[src/rtl/inst_cache.sv]
// Direct-mapped, one-word-per-line instruction cache between fetch and the memory controller.
// Hits return the word the cycle after the request; misses fill the line and forward the word.
module inst_cache #(
    parameter int INDEX_BITS = 6,
    parameter int ADDR_BITS  = 18
) (
    input  logic        clk,
    input  logic        rst,
    input  logic        rdy,
    input  logic        if_req,
    input  logic [31:0] if_addr,
    input  logic        if_flush,
    output logic        if_ready,
    output logic        if_valid,
    output logic [31:0] if_data,
    output logic        inst_re,
    output logic [31:0] inst_addr,
    input  logic [31:0] inst_data,
    input  logic        inst_busy
);
    localparam int LINES = 2 ** INDEX_BITS;
    localparam int TAG_W = ADDR_BITS - INDEX_BITS - 2;

    typedef enum logic [1:0] {S_IDLE, S_REQ, S_WAIT} state_t;
    state_t state_q, state_d;

    logic [LINES-1:0] valid_q;
    logic [TAG_W-1:0] tag_q  [LINES];
    logic [31:0]      data_q [LINES];
    logic             drop_q;

    logic [INDEX_BITS-1:0] req_idx, fill_idx;
    logic [TAG_W-1:0]      req_tag, fill_tag;
    logic                  hit, accept, fill;
    logic                  unused_addr_bits;

    assign req_idx  = if_addr[INDEX_BITS+1:2];
    assign req_tag  = if_addr[ADDR_BITS-1:INDEX_BITS+2];
    // The fill targets the line named by the latched miss address, not the live fetch address.
    assign fill_idx = inst_addr[INDEX_BITS+1:2];
    assign fill_tag = inst_addr[ADDR_BITS-1:INDEX_BITS+2];

    assign hit      = valid_q[req_idx] && (tag_q[req_idx] == req_tag);
    assign accept   = (state_q == S_IDLE) && if_req && !if_flush;
    assign fill     = rdy && (state_q == S_WAIT) && !inst_busy;
    assign if_ready = (state_q == S_IDLE);

    assign unused_addr_bits = ^if_addr[1:0];

    always_comb begin
        state_d = state_q;
        case (state_q)
            S_IDLE:  if (accept && !hit) state_d = S_REQ;
            S_REQ:   if (inst_busy)      state_d = S_WAIT;
            S_WAIT:  if (!inst_busy)     state_d = S_IDLE;
            default:                     state_d = S_IDLE;
        endcase
    end

    always_ff @(posedge clk or negedge rst) begin
        if (!rst)
            state_q <= S_IDLE;
        else if (rdy)
            state_q <= state_d;
    end

    always_ff @(posedge clk or negedge rst) begin
        if (!rst) begin
            valid_q   <= '0;
            if_valid  <= 1'b0;
            if_data   <= '0;
            inst_re   <= 1'b0;
            inst_addr <= '0;
            drop_q    <= 1'b0;
        end else if (rdy) begin
            if_valid <= 1'b0;
            case (state_q)
                S_IDLE: begin
                    if (accept) begin
                        if (hit) begin
                            if_valid <= 1'b1;
                            if_data  <= data_q[req_idx];
                        end else begin
                            inst_re   <= 1'b1;
                            inst_addr <= {if_addr[31:2], 2'b00};
                        end
                    end
                end
                S_REQ: begin
                    if (if_flush)  drop_q  <= 1'b1;
                    if (inst_busy) inst_re <= 1'b0;
                end
                S_WAIT: begin
                    if (if_flush) drop_q <= 1'b1;
                    // A redirected fetch still gets its line written, just not forwarded.
                    if (!inst_busy) begin
                        valid_q[fill_idx] <= 1'b1;
                        drop_q            <= 1'b0;
                        if (!(drop_q || if_flush)) begin
                            if_valid <= 1'b1;
                            if_data  <= inst_data;
                        end
                    end
                end
                default: ;
            endcase
        end
    end

    always_ff @(posedge clk) begin
        if (fill) begin
            tag_q[fill_idx]  <= fill_tag;
            data_q[fill_idx] <= inst_data;
        end
    end

endmodule

[config.mk]
export PLATFORM = sky130hd
export DESIGN_NAME = inst_cache
export DESIGN_NICKNAME = d
export VERILOG_FILES = /design/src/rtl/inst_cache.sv
export SDC_FILE = /design/constraint.sdc
export NUM_CORES = 2
export LEC_CHECK = 0
export CAP_MARGIN = 0
export CORE_ASPECT_RATIO = 0.6
export CORE_MARGIN = 8
export CORE_UTILIZATION = 54
export CTS_CLUSTER_DIAMETER = 150
export DETAILED_ROUTE_END_ITERATION = 7
export GPL_ROUTABILITY_DRIVEN = 0
export GPL_TIMING_DRIVEN = 0
export PLACE_DENSITY = 0.76
export SYNTH_ARGS = -nofsm -noshare
export SYNTH_HDL_FRONTEND = slang
export SYNTH_SLANG_ARGS = --single-unit
export TNS_END_PERCENT = 10
[constraint.sdc]
create_clock -name clk -period 4.7 [get_ports clk]
set_input_delay 0.47 -clock clk [delete_from_list [all_inputs] [get_ports clk]]
set_output_delay 0.47 -clock clk [all_outputs]
set_load 0.02 [all_outputs]
# ---- Word level (Yosys, flattened, before mapping)
# Memories as Yosys holds them, arrays and structs flattened.
# Index checks and enable logic that the tools add are counted.
dict set report op_classes {
  n_reduce_logical 21
  order_cmp 3
  n_bitwise 3
  muxes 27
  eq_ne 10
}
# operator count
set ops {}
lappend ops {{$mux W32} 4}
lappend ops {{$or A64 B64 Y64} 1}
lappend ops {{$pmux W32 S2} 1}
lappend ops {{$lt A6 B7 Y1 const B} 2}
lappend ops {{$mux W1} 13}
lappend ops {{$eq A10 B10 Y1} 1}
lappend ops {{$ne A2 B2 Y1 const B} 4}
lappend ops {{$reduce_and A4 Y1} 2}
lappend ops {{$logic_and A1 B1 Y1} 7}
lappend ops {{$bmux W1 S6} 1}
lappend ops {{$demux W1 S6} 1}
lappend ops {{$ge A6 B1 Y1 const B} 1}
lappend ops {{$mux W2} 3}
lappend ops {{$ne A2 B1 Y1 const B} 3}
lappend ops {{$pmux W1 S2} 3}
lappend ops {{$pmux W2 S3} 1}
lappend ops {{$reduce_and A6 Y1} 1}
lappend ops {{$reduce_bool A2 Y1} 3}
lappend ops {{$reduce_and A5 Y1} 1}
lappend ops {{$logic_not A1 Y1} 3}
lappend ops {{$reduce_and A3 Y1} 1}
lappend ops {{$eq A2 B1 Y1 const B} 1}
lappend ops {{$eq A2 B2 Y1 const B} 1}
lappend ops {{$logic_not A2 Y1} 1}
lappend ops {{other kinds (3)} 4}
dict set report word_totals {
  mem_bits_rw 2688
  regBits 131
  memories 2
  inputBits 70
}
# name depth width rd rd_ports_with_merged_regs write_ports line_no
set memory_table {}
lappend memory_table {data_q 64 32 1 0 1 29} ;# logic [31:0] data_q [LINES];
lappend memory_table {tag_q 64 10 1 0 1 28} ;# logic [TAG_W-1:0] tag_q [LINES];

# ---- Longest topological paths before layout
dict set report depth {
  word_depth 7
  ltp_mapped 15
}

# ---- Worst setup path after synthesis
# Ideal clock, no wire load.
dict set report synth_timing {
  path_kind {input to register}
  start {input if_addr[2]}
  end {register if_data[0]}
  n_path_buf 8
  arrival_ps 3752
  path_slack_ps 823
  cell_stages 13
  cell_sequence {buf_4 -> buf_4 -> buf_6 -> buf_4 -> buf_6 -> buf_2 -> buf_2 -> buf_2 -> mux4_2 -> mux4_2 -> a222oi_1 -> nand2_1 -> mux2_4}
}
dict set report synth_between {
  elab_chain_cells 5
  elab_cells_between_ends 11
  classes_between {eq/ne: 2; mux: 5; reduce/logical: 2; memory: 2}
}
# item line_no
set synth_rtl {}
lappend synth_rtl {{start: declaration} 11} ;# input logic [31:0] if_addr,
lappend synth_rtl {{$mem_v2 Z64 W10 / $bmux W1 S6 (equally long branches)} --}
lappend synth_rtl {{$eq A10 B10 Y1 / $mux W1 (equally long branches)} 43} ;# assign hit = valid_q[req_idx] && (tag_q[req_idx] == req_tag);
lappend synth_rtl {{$logic_and A1 B1 Y1} 43}
lappend synth_rtl {{$ne A2 B1 Y1 (no source line)} --}
lappend synth_rtl {{$reduce_and A6 Y1 (no source line)} --}
lappend synth_rtl {{end signal: assignment} 82} ;# if_data <= data_q[req_idx];
lappend synth_rtl {{end signal: assignment} 101} ;# if_data <= inst_data;
lappend synth_rtl {{end: declaration} 15} ;# output logic [31:0] if_data,
# Several ways; a longest one is shown, not always the timed one. The select of a mux whose other input is x is not followed.
# A chain may end at the register's enable or synchronous reset.

# ---- Worst setup path in the final report
dict set report layout_timing {
  start {input if_addr[7]}
  end {register if_data[16]}
}
# Same word-level chain as after synthesis.

==> results.sh <==
export IMPL_power_density_mw_per_mm2=447
export IMPL_total_power_mw=55.7
export IMPL_grt_first_pass_wirelength_mm=426
export IMPL_core_area_mm2=0.200
export IMPL_die_w_um=594
export IMPL_synth_seq_cells=2819
export IMPL_final_layout_size_suffix_gt1_frac=0.296
export IMPL_violations="design-rule violations, max-capacitance violations, max-slew violations, negative setup slack"
export IMPL_crit_path_max_incr_delay_ns=1.26
export IMPL_grt_ovfl_total=0
export IMPL_drv_cap=1
export IMPL_cp_startpoint="if_addr[7]"
export IMPL_synth_edf_count=2688
export IMPL_pre_cts_ws_ns=-3.24
export IMPL_routedWlPerCell_um=37.7
export IMPL_async_reset_ff_frac=0.0465
export IMPL_fin_hold_ws_ns=0.0670
export IMPL_cts_buffers=236
export IMPL_fin_ws_ns=-0.204
export IMPL_cts_tree="yes"
export IMPL_grt_max_degree=68
export IMPL_whs_path_depth=2
export IMPL_grt_util_all_layers=0.278
export IMPL_place_hpwl_mm=201
export IMPL_die_h_um=363
export IMPL_power_leakage_nw=40.3
export IMPL_synthFlopType="edfxtp_1"
export IMPL_worst_path_most_repeated_cell="clkbuf_1"
export IMPL_clk_pin_slew_ns=0.07
export IMPL_clk_path_buf_depth=4
export IMPL_worst_pin_slew_ns=1.52
export IMPL_netlist_area_mm2=0.108
export IMPL_wl_mm=308
export IMPL_drtAntennaViolNets=0
export IMPL_antenna_found_initial=17
export IMPL_hold_violations=0
export IMPL_ys_seq_area_frac=0.775
export IMPL_clock_sinks=2819
export IMPL_cp_slowest_cell="nor3_1"
export IMPL_critPathTopFamily="simple AND/OR/NAND/NOR gates"
export IMPL_clk_latency_ns=0.90
export IMPL_path_buf_inv=5
export IMPL_drt_initial_drc_count=11400
export IMPL_period_minus_slack_ns=4.90
export IMPL_period_share=1.04
export IMPL_grt_pass1_vias=55600
export IMPL_min_from="rdy"
export IMPL_finalSetupViolations=61
export IMPL_skew_ns=0.0611
export IMPL_arrival_ns=5.65
export IMPL_syn_inst=4763
export IMPL_design_area_mm2=0.125
export IMPL_required_ns=5.45
export IMPL_num_rows=127
export IMPL_placed_area_mm2=0.116
export IMPL_start_kind="primary input"
export IMPL_cp_end_kind="flop"
export IMPL_vias=57000
export IMPL_worstPathCellList="clkbuf_1, clkbuf_2, clkbuf_1, nor3_1, a22oi_1, nand4_1, nor2_1, o21a_1, a211oi_1, o2111a_2, a31oi_4, buf_12, buf_6, mux2_4"
export IMPL_final_setup_tns_ns=-8.59
export IMPL_h_tree_depth=4
export IMPL_reg2reg_from="state_q[0]$_DFFE_PN0P_"
export IMPL_fp_dieArea_mm2=0.216
export IMPL_cts_root_buf="clkbuf_16"
export IMPL_reg2regPathDepth=8
export IMPL_drt_first_pass_iters=8
export IMPL_crit_cells=14
export IMPL_drc=203
export IMPL_nNetsFinal=5391
export IMPL_n_fill_cell=12700
export IMPL_port_buffers=127
export IMPL_slew_headroom=-0.0206
export IMPL_via_per_inst=6.99
export IMPL_rsz0062_at_grt="true"
export IMPL_synthDistinctLibCells=73
export IMPL_fmax_mhz=204
export IMPL_io_pins=137
export IMPL_vdd_ir_drop_max_mv=0.348
export IMPL_synth_warnings=0
export IMPL_area_growth_pct=15.0
export IMPL_hp_class="in2reg"
export IMPL_status="finished with violations"
export IMPL_crit_type="in2reg"
export IMPL_syn_avg_cell_area_um2=22.8
export IMPL_worstPathMaxFanout=11
export IMPL_slew_violations=4
export IMPL_initial_core_util=0.543
-- state kept, by name (all words and copies together) (netlist names) --
name / count
data_q: 2048
tag_q: 640
valid_q: 64
if_data: 32
inst_addr: 30
state_q: 2
drop_q: 1
if_valid: 1
inst_re: 1
-- cell type report --
class / count / area, um^2 / share of cell area
inverter: 9 / 35.0 / 0.000281
antenna: 10 / 25.0 / 0.000201
timing repair buffer: 317 / 4630 / 0.0371
multi-input combinational: 1681 / 23600 / 0.190
sequential: 2819 / 84000 / 0.674
clock buffer: 278 / 6140 / 0.0492
tap: 2644 / 3310 / 0.0265
clock inverter: 151 / 1340 / 0.0108
buffer: 253 / 1520 / 0.0122
-- repair_timing --
action | 4_1_cts | 5_1_grt
hold buffers | 29 | 0
buffers inserted | 0 | 4
pin swaps | 9 | 12
gates resized for setup | 111 | 61
endpoints found under the setup margin | 62 | 60
endpoints found under the hold margin | 376 | 0
-- metal layers --
layer	track usage	share of wire	routed length, um
met5	0.00893	0.0015	459
met4	0.0798	0.036	11000
met3	0.122	0.17	53500
met2	0.394	0.42	130000
met1	0.394	0.36	112000
-- cells in the final DEF, fill, tap and decap left out, drive strengths merged, types with 5 or more instances in the layout --
| cell | instances |
|---|---|
| edfxtp | 2688 |
| mux4 | 701 |
| clkbuf | 387 |
| buf | 334 |
| mux2i | 245 |
| dfrtp | 131 |
| nand2 | 119 |
| clkinv | 115 |
| nor2 | 96 |
| clkdlybuf4s50 | 93 |
| a22oi | 78 |
| mux2 | 77 |
| or2 | 68 |
| nand3 | 52 |
| a31oi | 37 |
| a222oi | 31 |
| dlygate4sd3 | 29 |
| bufinv | 23 |
| a21oi | 17 |
| nor2b | 16 |
| inv | 12 |
| and3 | 11 |
| a211oi | 11 |
| diode | 10 |
| o21ai | 10 |
| clkinvlp | 10 |
| o22ai | 8 |
| nand4 | 8 |
| nor4 | 6 |
| nor3 | 5 |
| nand2b | 5 |
| and2 | 5 |
| clkdlybuf4s15 | 5 |
-- cell families after synthesis --
kind of cell,synth area share
DFF,0.775
muxes,0.177
and+or+nand+nor,0.0188
buffers and inverters,0.0116
AOI/OAI and AO/OA,0.0163
xor gates and xnor gates,0.000485
adders and majority gates,0.000462
other,0.0000346
-- synth_stat cells (46+ instances only) --
library cell,count,share of area
edfxtp_1,2688,0.74
mux2i_1,245,0.023
dfrtp_1,131,0.030
nand3_1,52,0.0024
nand2_1,119,0.0041
nor2_1,96,0.0033
or2_2,68,0.0039
a22oi_1,78,0.0054
mux4_2,701,0.15
mux2_2,46,0.0048
clkbuf_1,109,0.0038
buf_2,78,0.0036
-- power breakdown --
part | internal, mW | total [mW] | switching, mW | leakage (nW)
logic | 2.43 | 6.50 | 4.07 | 10.8
registers | 28.9 | 29.7 | 0.715 | 25.9
clock network | 10.6 | 19.6 | 9.02 | 3.68
-- per-stage QoR --
| stage | cells | utilization |
|---|---|---|
| 2_1_floorplan | 4764 | - |
| 5_1_grt | 8156 | 0.624 |
| 4_1_cts | 8145 | 0.623 |
| 6_report | 8162 | 0.624 |
| 3_5_place_dp | 7689 | 0.583 |
| 3_3_place_gp | 7535 | 0.566 |
-- path summary, 6_finish.rpt --
path	slack [ns]	endpoint
setup / recovery	-0.20	if_data[16]$_DFFE_PN0P_
hold / removal	0.07	if_valid$_DFFE_PN0P_
setup reg to reg	-0.16	if_data[11]$_DFFE_PN0P_
hold reg to reg	0.47	valid_q[49]$_DFFE_PN0P_
max in group asynchronous	3.62	if_data[16]$_DFFE_PN0P_
min in group asynchronous	0.17	valid_q[18]$_DFFE_PN0P_
No activity file was read; power rests on OpenSTA's default activity.
